$ cat src/rtl/riscv_pkg.sv
// Shared core package: op and state encodings used by the execute-stage units.
package riscv_pkg;

  typedef enum logic [1:0] {
    OP_DIV  = 2'b00,
    OP_DIVU = 2'b01,
    OP_REM  = 2'b10,
    OP_REMU = 2'b11
  } div_op_t;

  typedef enum logic [1:0] {
    ST_IDLE = 2'b00,
    ST_BUSY = 2'b01,
    ST_DONE = 2'b10
  } div_state_t;

  function automatic logic op_is_signed(input div_op_t o);
    return (o == OP_DIV) || (o == OP_REM);
  endfunction

  function automatic logic op_is_rem(input div_op_t o);
    return (o == OP_REM) || (o == OP_REMU);
  endfunction

endpackage

$ cat src/rtl/div_unit.sv
// Iterative restoring divider: one quotient bit per cycle, signed/unsigned DIV and REM,
// with RISC-V divide-by-zero and overflow results produced without iterating.
module div_unit
  import riscv_pkg::*;
#(
  parameter int XLEN = 32
) (
  input  logic            clk,
  input  logic            rst_n,
  input  logic            in_valid,
  output logic            in_ready,
  input  logic [1:0]      op,
  input  logic [XLEN-1:0] rs1_val,
  input  logic [XLEN-1:0] rs2_val,
  input  logic [4:0]      rd_addr,
  input  logic            flush,
  output logic            out_valid,
  input  logic            out_ready,
  output logic [XLEN-1:0] result,
  output logic [4:0]      out_rd
);

  localparam int CW = $clog2(XLEN + 1);
  localparam logic [CW-1:0] CNT_INIT = CW'(XLEN);
  localparam logic [XLEN-1:0] MIN_NEG = {1'b1, {(XLEN-1){1'b0}}};

  function automatic logic [XLEN-1:0] neg_if(input logic neg, input logic [XLEN-1:0] v);
    return neg ? (-v) : v;
  endfunction

  div_state_t      state_q, state_d;
  logic [CW-1:0]   cnt_q, cnt_d;
  logic [XLEN-1:0] result_q, result_d;
  logic [4:0]      out_rd_q, out_rd_d;
  div_op_t         op_q, op_d;
  logic            neg1_q, neg1_d, neg2_q, neg2_d;
  logic [XLEN-1:0] quo_q, quo_d, dvs_q, dvs_d, rem_q, rem_d;

  // Request decode on the raw register-file operands
  div_op_t                op_in;
  logic                   sgn_in, neg1_in, neg2_in, ovf_in;
  logic signed [XLEN-1:0] rs1_s, rs2_s;

  assign op_in   = div_op_t'(op);
  assign sgn_in  = op_is_signed(op_in);
  assign rs1_s   = rs1_val;
  assign rs2_s   = rs2_val;
  assign neg1_in = sgn_in && (rs1_s < 0);
  assign neg2_in = sgn_in && (rs2_s < 0);
  assign ovf_in  = sgn_in && (rs1_val == MIN_NEG) && (rs2_val == '1);

  // One restoring step; the trial subtraction is one bit wider so its sign is the borrow
  logic [XLEN:0]   rem_sh, rem_sub;
  logic            take;
  logic [XLEN-1:0] rem_nx, quo_nx;

  assign rem_sh  = {rem_q, quo_q[XLEN-1]};
  assign rem_sub = rem_sh - {1'b0, dvs_q};
  assign take    = ~rem_sub[XLEN];
  assign rem_nx  = take ? rem_sub[XLEN-1:0] : rem_sh[XLEN-1:0];
  assign quo_nx  = {quo_q[XLEN-2:0], take};

  assign in_ready  = (state_q == ST_IDLE) && !flush;
  assign out_valid = (state_q == ST_DONE);
  assign result    = result_q;
  assign out_rd    = out_rd_q;

  always_comb begin
    state_d  = state_q;
    cnt_d    = cnt_q;
    result_d = result_q;
    out_rd_d = out_rd_q;
    op_d     = op_q;
    neg1_d   = neg1_q;
    neg2_d   = neg2_q;
    quo_d    = quo_q;
    dvs_d    = dvs_q;
    rem_d    = rem_q;
    unique case (state_q)
      ST_IDLE: begin
        if (in_valid && in_ready) begin
          op_d     = op_in;
          out_rd_d = rd_addr;
          neg1_d   = neg1_in;
          neg2_d   = neg2_in;
          quo_d    = neg_if(neg1_in, rs1_val);
          dvs_d    = neg_if(neg2_in, rs2_val);
          rem_d    = '0;
          if (rs2_val == '0) begin
            state_d  = ST_DONE;
            result_d = op_is_rem(op_in) ? rs1_val : '1;
          end else if (ovf_in) begin
            state_d  = ST_DONE;
            result_d = op_is_rem(op_in) ? '0 : MIN_NEG;
          end else begin
            state_d = ST_BUSY;
            cnt_d   = CNT_INIT;
          end
        end
      end
      ST_BUSY: begin
        rem_d = rem_nx;
        quo_d = quo_nx;
        cnt_d = cnt_q - 1'b1;
        if (cnt_q == CW'(1)) begin
          state_d  = ST_DONE;
          result_d = op_is_rem(op_q)
                   ? neg_if(neg1_q, rem_nx)
                   : neg_if(neg1_q ^ neg2_q, quo_nx);
        end
      end
      ST_DONE: begin
        if (out_ready) state_d = ST_IDLE;
      end
      default: state_d = ST_IDLE;
    endcase
    if (flush) state_d = ST_IDLE;
  end

  always_ff @(posedge clk or negedge rst_n) begin
    if (!rst_n) begin
      state_q  <= ST_IDLE;
      cnt_q    <= '0;
      result_q <= '0;
      out_rd_q <= '0;
    end else begin
      state_q  <= state_d;
      cnt_q    <= cnt_d;
      result_q <= result_d;
      out_rd_q <= out_rd_d;
    end
  end

  // Working operands carry no reset: they are always loaded on accept before use
  always_ff @(posedge clk) begin
    op_q   <= op_d;
    neg1_q <= neg1_d;
    neg2_q <= neg2_d;
    quo_q  <= quo_d;
    dvs_q  <= dvs_d;
    rem_q  <= rem_d;
  end

endmodule

$ cat config.mk
export PLATFORM = sky130hd
export DESIGN_NAME = div_unit
export DESIGN_NICKNAME = d
export VERILOG_FILES = /design/src/rtl/riscv_pkg.sv /design/src/rtl/div_unit.sv
export SDC_FILE = /design/constraint.sdc
export NUM_CORES = 1
export LEC_CHECK = 0
export ABC_AREA = 1
export CAP_MARGIN = 10
export CORE_MARGIN = 5
export CORE_UTILIZATION = 55
export CTS_CLUSTER_DIAMETER = 50
export DETAILED_ROUTE_END_ITERATION = 10
export PLACE_DENSITY_LB_ADDON = 0.2
export SLEW_MARGIN = 10
export SYNTH_ARGS = -nofsm -noshare
export SYNTH_HDL_FRONTEND = slang
export SYNTH_SLANG_ARGS = --single-unit
$ cat constraint.sdc
create_clock -name clk -period 10.1 [get_ports clk]
set_input_delay 2.02 -clock clk [delete_from_list [all_inputs] [get_ports clk]]
set_output_delay 2.02 -clock clk [all_outputs]
set_load 0.02 [all_outputs]
### Word-level counts from Yosys, hierarchy flattened

Cells that the tools add are included.

* reductions and logical operators: 19
* bitwise operators: 2
* eq/ne operators: 17
* muxes and demuxes: 28
* add/subtract/negate cells: 6
* $lt $le $gt $ge: 2

Operators with widths (number)
* 32-bit two-way mux: 14
* 32-bit case mux with 2 select lines: 3
* 32-bit negator: 4
* 32-bit == test, second input constant: 2
* 32-bit by 1-bit less-than comparator with 1-bit output, second input constant: 2
* 33-bit by 32-bit subtractor with 33-bit output: 1
* 32-bit logical NOT: 1
* 6-bit two-way mux: 3
* 2-bit two-way mux: 6
* 6-bit case mux with 2 select lines: 1
* 2-bit == test, second input constant: 5
* 3-bit by 2-bit inequality test with 1-bit output, second input constant: 3
* 4-bit AND reduction: 2
* 6-bit by 1-bit == test with 1-bit output, second input constant: 1
* 1-bit logical AND: 6
* 2-bit inequality test, second input constant: 3
* 2-bit case mux with 3 select lines: 1
* 6-bit by 1-bit subtractor with 6-bit output, second input constant: 1
* 2-bit logical NOT: 2
* 2-bit AND reduction: 2
* 1-bit logical OR: 3
* 3-bit inequality test, second input constant: 1
* 3-bit AND reduction: 1
* 2-bit by 1-bit == test with 1-bit output, second input constant: 1
* 5 further kinds: 5

* register bits after elaboration: 145
* word-level logic and storage cells: 84

### Logic depth before layout (Yosys ltp)

Gate-level depths: netlist (run 1).

* word-level depth: 9
* gate-level depth with buffers: 33
* depth with buffers taken out: 31

### Worst setup path before layout (run 1)

No wires, ideal clock.

* kind: input -> register
* start: in flush
* end: reg result_q[0] (netlist: result[0])
* library setup time: 0.129 ns
* arrival: 4.721 ns
* path slack: 5.250 ns
* buffers on the path: 1
* stages: 9
* path through: nor2_1 > nand2_1 > nand2_1 > nand2_1 > inv_1 > nand2_2 > inv_2 > buf_4 > a31oi_1

* longest elaborated chain between the ends: 5

RTL lines
* start: declaration: RTL line div_unit.sv:16 `input logic flush,`
* 1-bit logical NOT: RTL line div_unit.sv:63 `assign in_ready = (state_q == ST_IDLE) && !flush;`
* 1-bit logical AND: RTL line div_unit.sv:63
* 1-bit logical AND: RTL line div_unit.sv:81 `if (in_valid && in_ready) begin`
* 2-bit by 1-bit inequality test with 1-bit output (no source line)
* 4-bit AND reduction (no source line)
* end signal: assignment: RTL line div_unit.sv:129 `result_q <= result_d;`
* end: declaration: RTL line div_unit.sv:33 `logic [XLEN-1:0] result_q, result_d;`

Every way passes these cells.
A chain may end at the register's enable or synchronous reset.

### Final worst setup path (run 1)

* start: in rs2_val[0]
* end: reg result_q[0] (netlist: result[0])

* longest elaborated chain between the ends: 4
* elaborated cells between the ends (all ways): 8
* classes of those cells: eq/ne (2); mux (3); reduce/logical (3)

RTL lines
* start: declaration: RTL line div_unit.sv:14 `input logic [XLEN-1:0] rs2_val,`
* 32-bit == test / 32-bit logical NOT (equally long branches): RTL line div_unit.sv:50, div_unit.sv:89
* 1-bit logical AND / 32-bit two-way mux (equally long branches): RTL line div_unit.sv:50, div_unit.sv:89
* 3-bit by 2-bit inequality test with 1-bit output (no source line) / 32-bit two-way mux (equally long branches)
* 4-bit AND reduction (no source line) / 32-bit case mux with 2 select lines (equally long branches)

Several ways; a longest one is shown, not always the timed one. The select of a mux whose other input is x is not followed.

==> results of run 1 <==
[cells in the final DEF (no fill, tap or decap), types with 45 or more instances in the layout]
| cell type | instances |
|---|---|
| edfxtp_1 | 99 |
| nor2_1 | 238 |
| a21oi_1 | 87 |
| nand3_1 | 133 |
| nand2_1 | 563 |
| clkdlybuf4s50_1 | 113 |
| inv_1 | 244 |
| xor2_1 | 53 |
| o21ai_0 | 127 |
| dfrtp_1 | 45 |
[worst min-delay path, cell delays in order, from the launching register on]
cell and delay [ns]:
dfrtp_1 0.35, nand2_1 0.05, nand2_1 0.05
[path summary, 6_finish.rpt]
kind | to | slack, ns | from
max | result[0] | 4.39 | rs2_val[0]
min | result[24] | 0.49 | result[24]
max reg2reg | result[30] | 5.32 | quo_q[31]
min reg2reg | result[24] | 0.49 | result[24]
max in group asynchronous | out_rd[0] | 7.57 | rst_n
min in group asynchronous | result[23] | 1.79 | rst_n
[power by group]
| part | switching, mW | leakage (nW) | internal (mW) |
|---|---|---|---|
| sequential | 0.0986 | 1.53 | 0.754 |
| clock | 0.273 | 0.282 | 0.374 |
| combinational | 0.677 | 4.86 | 0.365 |
[metal layers]
layer / vias to the layer above / GRT usage / share of wire
met5: - / 0 / 0
met4: 0 / 0.07074 / 0.021
li1: 6446 / - / -
met2: 636 / 0.4758 / 0.45
met1: 6089 / 0.4179 / 0.44
met3: 72 / 0.05455 / 0.087
[cells by family (layout without fill, tap and decap cells)]
logic type               after synthesis  count (layout)  synth area share
adder cells (fa/ha/maj)               40              40           0.03997
XOR/XNOR                              78              78           0.05375
buffers and inverters                308             404           0.09825
AO/OA/AOI/OAI                        283             283            0.1222
AND/OR/NAND/NOR                     1078            1078            0.3634
flip-flops                           144             144            0.3225
[sequential cells by signal, summed over array words and instances (netlist names)]
name and count:
dvs_q 32, quo_q 32, rem_q 32, result 32, cnt_q 6, out_rd 5, state_q 2, neg1_q 1
neg2_q 1, op_q 1
[through the flow]
step / util / std cells / hold WS (ns) / total power, mW
after floorplan: - / 1931 / 0.4925 / 1.538
after global placement: 0.6147 / 2280 / 0.4611 / 1.861
after detailed placement: 0.6147 / 2280 / 0.4703 / 1.883
after CTS: 0.6409 / 2312 / 0.4891 / 2.526
after global routing: 0.6409 / 2312 / 0.5131 / 2.703
final: 0.6409 / 2312 / 0.4855 / 2.542
[cell type report]
| class | count | share of cell area |
|---|---|---|
| Clock buffer | 21 | 0.03318 |
| Clock inverter | 11 | 0.007823 |
| Inverter | 251 | 0.06473 |
| Multi-Input combinational cell | 1479 | 0.5065 |
| Sequential cell | 144 | 0.2816 |
| Tap cell | 285 | 0.02450 |
| Timing Repair Buffer | 121 | 0.08166 |
==> results by group, run 1 <==
STA
  – Finish-stage setup viols: 0
  – Unrepaired setup endpoints after global routing: no
  – Final WS setup: 4.395 ns
  – Final Max Slew Viols: 0
  – Fin crit period: 5.705 ns
  – Hold Vio Cnt, Final: 0
  – Final Skew: 0.01416 ns
  – Worst-Margin Slew: 1.183 ns
  – Fmax achieved: 175.3 MHz
  – Final period util: 0.5649
  – Max-slew headroom: 0.2087
  – Setup tns final: 0 ns

Die
  – FP Rows: 55
  – Initial Utilization: 0.5597
  – Die area: 26250 um2
  – Core Footprint: 22710 um2
  – Die height: 162.0 um
  – Die X: 162.0 um
  – # IOs: 115

Synth
  – Syn_nets: 2047
  – Most frequent cell after synthesis: nand2_1
  – Mapped cell area: 12710 um2
  – Flops & latches, synth: 144
  – Library cells used by synthesis: 58
  – Top cells by area, synth: edfxtp_1 (23%), nand2_1 (17%), dfrtp_1 (8.9%), inv_1 (7.2%), nor2_1 (7.1%)
  – Yosys warns: 0
  – Post-synth top cells: nand2_1 (564), inv_1 (244), nor2_1 (239)
  – Register area share after synthesis: 0.3225
  – Post-Syn Instances: 1931
  – Average size of a mapped cell: 6.582 um2
  – Post-synth EDFFs: 99
  – Ys async rst share: 0.3125
  – Most used DFF post-synth: edfxtp_1
  – Yosys top cell area share: 0.2339
  – Largest area contributor in the netlist: edfxtp_1

Finish
  – Share of post-route cells with drive strength above 1: 0.05229
  – Layout Nets: 2130
  – ANT cells: 0
  – Fill cells: 2140
  – Multi-input gate area: 7372 um2
  – Post-route cell area: 14560 um2
  – Area Growth Syn to Fin: 14.52%
  – Reg area: 4099 um2

CTS
  – CTS tree: yes
  – Clk slew on worst S/H paths: 0.07 ns
  – Maximum clock path buffer count: 2
  – Clock sink total: 144
  – H-tree depth: 4
  – Root Driver: clkbuf_16
  – CTS buffer count: 17
  – Post_cts resized: 0
  – Hold buffers post-CTS: 0
  – Post-CTS Setup Inserts: 0
  – Latest clock arrival within the worst-skew pair: 0.43 ns

Global routing
  – Largest net degree at the start of global routing: 94
  – First-pass GRT wire length: 62.42 mm
  – Total grt overflow: 0
  – Initial antenna violation count: 0
  – Vias in the first global route: 12.25k
  – Total GRT Usage: 0.2962

Worst setup path
  – Worst Path Max Fanout: 46
  – R2R depth: 30
  – CP Cell Sequence: clkdlybuf4s50_1 -> inv_1 -> ha_1 -> inv_1 -> nor3_1 -> nor3b_1 -> inv_1 -> nor3_2 -> inv_1 -> nor2_1 -> inv_1 -> nor2_2 -> nand2_1 -> nor2_1 -> nand2_2 -> nand3_1 -> nand2_2 -> inv_2 -> nor2_1 -> a31oi_1
  – Crit path capture type: flop
  – CP required: 10.44 ns
  – Max stage delay on crit path: 0.54 ns
  – Startpoint types: primary input
  – Crit path kind: primary input to flop
  – WP depth: 20
  – Worst endpoint data arrival time: 6.05 ns
  – Most frequent cell on the critical path: inv_1
  – Worst Path Buf+Inv: 7
  – Slowest cell on crit path: inv_2
  – Crit path max-delay family: simple AND/OR/NAND/NOR gates

Place
  – Cell Area, Placed: 13960 um2
  – Dpl ws: 4.060 ns
  – DP HPWL: 30.20 mm
  – Routability Congestion: 0.9588
  – PortBufs: 114

Power and ir drop
  – Max VDD drop: 114.9 uV
  – Static Leak: 6.670 nW
  – Pwr Density: 174.6 nW/um2

Min path
  – Worst hold path class: flop to flop
  – Hold depth: 2

Route
  – TritonRoute pass-1 iters: 6
  – Residual DRC: 0
  – Vias: 13.24k
  – Drt initial violations: 1549
  – Total Wirelength: 39.24 mm
  – Vias/cell: 5.728
  – Post-route ant nets: 0
  – WL/cell: 16.97 um

Run
  – Total of max-cap violations: 0

Status
  – Status: finished clean
Power figures use the tool's default switching activity.
==> inputs of run 2 (changes only) <==
==> constraint.sdc (replaced) <==
create_clock -name clk -period 5.45 [get_ports clk]
set_input_delay 1.09 -clock clk [delete_from_list [all_inputs] [get_ports clk]]
set_output_delay 1.09 -clock clk [all_outputs]
set_load 0.02 [all_outputs]
==> run 2 against run 1 <==
  * Register-to-register slack got worse by 4.5 ns
  * Combinational power up 86%
  * Final area fell by 0.15%
  * Clock skew up 0.00098 ns
  * Count of clock-buffer cells in the layout down 4
  * Sequential share of layout area hardly changed
  * First-iteration DRC count grew 2.2%
  * Non-clock buffer count is 3 higher
  * Setup slack worse by 3.7 ns
  * Sequential cell count unchanged
  * Power increased by 82%
  * Global-route usage down 0.41 points
  * Largest power group unchanged
==> results by group, run 2 (synthesis gave the netlist of run 1 again) <==
Die
  – Die area: 26250 um2 (unchanged)
  – Core Footprint: 22710 um2 (unchanged)
  – Die X: 162.0 um (unchanged)
  – Die height: 162.0 um (unchanged)
  – Initial Utilization: 0.5597 (unchanged)
  – FP Rows: 55 (unchanged)
  – # IOs: 115 (unchanged)

CTS
  – Hold buffers post-CTS: 0 (unchanged)
  – Clk slew on worst S/H paths: 0.07 ns (about the same)
  – Root Driver: clkbuf_16 (unchanged)
  – Maximum clock path buffer count: 2 (unchanged)
  – Clock sink total: 144 (unchanged)
  – H-tree depth: 4 (unchanged)
  – Post-CTS Setup Inserts: 0 (unchanged)
  – Post_cts resized: 0 (unchanged)
  – CTS tree: yes (unchanged)
  – CTS buffer count: 17 (unchanged)
  – Latest clock arrival within the worst-skew pair: 0.43 ns (about the same)

STA
  – Unrepaired setup endpoints after global routing: no (unchanged)
  – Worst-Margin Slew: 1.144 ns (was 1.183 ns)
  – Final Max Slew Viols: 0 (unchanged)
  – Setup tns final: 0 ns (unchanged)
  – Max-slew headroom: 0.2366 (was 0.2087)
  – Fin crit period: 4.734 ns
  – Final WS setup: 0.7162 ns (was 4.395 ns)
  – Final period util: 0.8686
  – Hold Vio Cnt, Final: 0 (unchanged)
  – Final Skew: 0.01514 ns (was 0.01416 ns)
  – Fmax achieved: 211.2 MHz
  – Finish-stage setup viols: 0 (unchanged)

Route
  – TritonRoute pass-1 iters: 6 (unchanged)
  – Top Layer Used: met4 (unchanged)
  – Wl on met1: 16.78 mm (was 17.30 mm)
  – Total Wirelength: 38.77 mm (was 39.24 mm)
  – Residual DRC: 0 (unchanged)
  – Met3 Wirelength: 3.685 mm (was 3.430 mm)
  – WL/cell: 16.75 um (was 16.97 um)
  – Vias: 13.14k (was 13.24k)
  – Post-route ant nets: 0 (unchanged)
  – Vias/cell: 5.675 (was 5.728)
  – Drt initial violations: 1583 (was 1549)
  – Met2 wire length: 17.47 mm (was 17.70 mm)

Finish
  – Post-route cell area: 14530 um2 (was 14560 um2)
  – Layout Nets: 2133 (was 2130)
  – Commonest non-fill, non-tap cells in the layout: nand2_1 (563), inv_1 (244), nor2_1 (238) (unchanged)
  – Most common library cell in the layout ignoring fill and taps: nand2_1 (unchanged)
  – Share of post-route cells with drive strength above 1: 0.05419 (was 0.05229)
  – ANT cells: 0 (unchanged)
  – Fill cells: 2087 (was 2140)
  – Area Growth Syn to Fin: 14.34% (was 14.52%)

Worst setup path
  – Crit path kind: primary input to flop (unchanged)
  – CP required: 5.76 ns (was 10.44 ns)
  – Worst Path Max Fanout: 32 (was 46)
  – Worst endpoint data arrival time: 5.04 ns (was 6.05 ns)
  – Startpoint types: primary input (unchanged)
  – Slowest cell on crit path: nor4_1 (was inv_2)
  – Max stage delay on crit path: 0.78 ns (was 0.54 ns)
  – Crit path capture type: flop (unchanged)
  – CP Cell Sequence: clkdlybuf4s50_1 -> inv_1 -> ha_1 -> inv_1 -> nor3_1 -> nor3b_1 -> nand2_1 -> nor2_1 -> nand4_1 -> nor4_1 -> nand3_1 -> nand3_1 -> nand2_2 -> buf_4 -> a221oi_1 -> a21oi_1 (was clkdlybuf4s50_1 -> inv_1 -> ha_1 -> inv_1 -> nor3_1 -> nor3b_1 -> inv_1 -> nor3_2 -> inv_1 -> nor2_1 -> inv_1 -> nor2_2 -> nand2_1 -> nor2_1 -> nand2_2 -> nand3_1 -> nand2_2 -> inv_2 -> nor2_1 -> a31oi_1)

Power and ir drop
  – Static Leak: 6.664 nW (was 6.670 nW)
  – Sw Pwr: 1.950 mW (was 1.049 mW)
  – Pwr Density: 317.8 nW/um2 (was 174.6 nW/um2)
  – Total power: 4.619 mW (was 2.542 mW)
  – Switching part of the total: 0.4221 (was 0.4126)
  – Comb pwr share: 0.419 (was 0.410)
  – Cell internal pwr: 2.669 mW (was 1.493 mW)
  – Flop pwr share: 0.339 (was 0.335)
  – Max VDD drop: 215.2 uV (was 114.9 uV)
  – Clock share of power: 0.242 (was 0.255)

Global routing
  – Vias in the first global route: 12.18k (was 12.25k)
  – Largest net degree at the start of global routing: 94 (unchanged)
  – Initial antenna violation count: 0 (unchanged)
  – First-pass GRT wire length: 61.77 mm (was 62.42 mm)
  – Total GRT Usage: 0.2921 (was 0.2962)
  – Total grt overflow: 0 (unchanged)

Status
  – Status: finished clean (unchanged)

Place
  – PortBufs: 114 (unchanged)
  – Cell Area, Placed: 13980 um2 (was 13960 um2)
  – DP HPWL: 29.95 mm (was 30.20 mm)
  – Dpl ws: 0.3049 ns (was 4.060 ns)
  – Routability Congestion: 0.9771 (was 0.9588)

Run
  – Total of max-cap violations: 0 (unchanged)

Min path
  – Worst hold path class: flop to flop (unchanged)
## run 2: cell types whose count changed in the layout (fill, tap and decap cells not counted)
cell       previous run  this run
inv_8                 0         3
clkinv_1              1         2
inv_6                 6         3
clkbuf_16            19        17
clkbuf_1              2         0
bufinv_16             1         0
buf_4                 7        10
clkinv_4              1         4
clkinv_2              0         1
## run 2: worst max-delay path: cells and delay by family
kind                       cells  cell delay, ns
adders and majority gates      1            0.14
AOI/OAI and AO/OA              2            0.36
and+or+nand+nor                9            2.38
buffers and inverters          4            1.05
## run 2: per-stage QoR
stage / util / hold WS (ns) / std cells
after floorplan: - / 0.4925 / 1931
after global placement: 0.6156 / 0.4634 / 2283
after detailed placement: 0.6156 / 0.4646 / 2283
after CTS: 0.6399 / 0.4833 / 2315
after global routing: 0.6399 / 0.5141 / 2315
final: 0.6399 / 0.4768 / 2315
## run 2: worst paths after layout
| kind | start | to | slack, ns | cells after the start |
|---|---|---|---|---|
| max in group asynchronous | rst_n | out_rd[2] | 3.92 | 1 |
| setup reg to reg | dvs_q[0] | result[30] | 0.78 | 29 |
| hold reg to reg | result[21] | result[21] | 0.48 | 2 |
| hold / removal | result[21] | result[21] | 0.48 | 2 |
| setup / recovery | rs1_val[0] | result[31] | 0.72 | 16 |
| min in group asynchronous | rst_n | result[25] | 0.85 | 1 |
## run 2: per-layer routing
layer | vias to the layer above | track usage
met2 | 627 | 0.4637
li1 | 6452 | -
met4 | 0 | 0.07612
met5 | - | 0
met3 | 57 | 0.05455
met1 | 6001 | 0.4137
## run 2: final cells by class
| cell class | count | area, um2 | area share |
|---|---|---|---|
| Multi-Input combinational cell | 1479 | 7372 | 0.5073 |
| Inverter | 251 | 942.2 | 0.06483 |
| Clock buffer | 17 | 425.4 | 0.02927 |
| Clock inverter | 15 | 126.4 | 0.008696 |
| Timing Repair Buffer | 124 | 1211 | 0.08334 |
| Tap cell | 285 | 356.6 | 0.02454 |
| Sequential cell | 144 | 4099 | 0.2820 |
## run 2: power groups by stage
stage               Combinational (mW)  Clock [mW]  Sequential (mW)
floorplan                         1.22           0             1.63
global placement                  1.88           0             1.58
detailed placement                1.90           0             1.58
CTS                               1.92        1.12             1.56
global route                      2.15        1.18             1.59
finish                            1.93        1.12             1.57
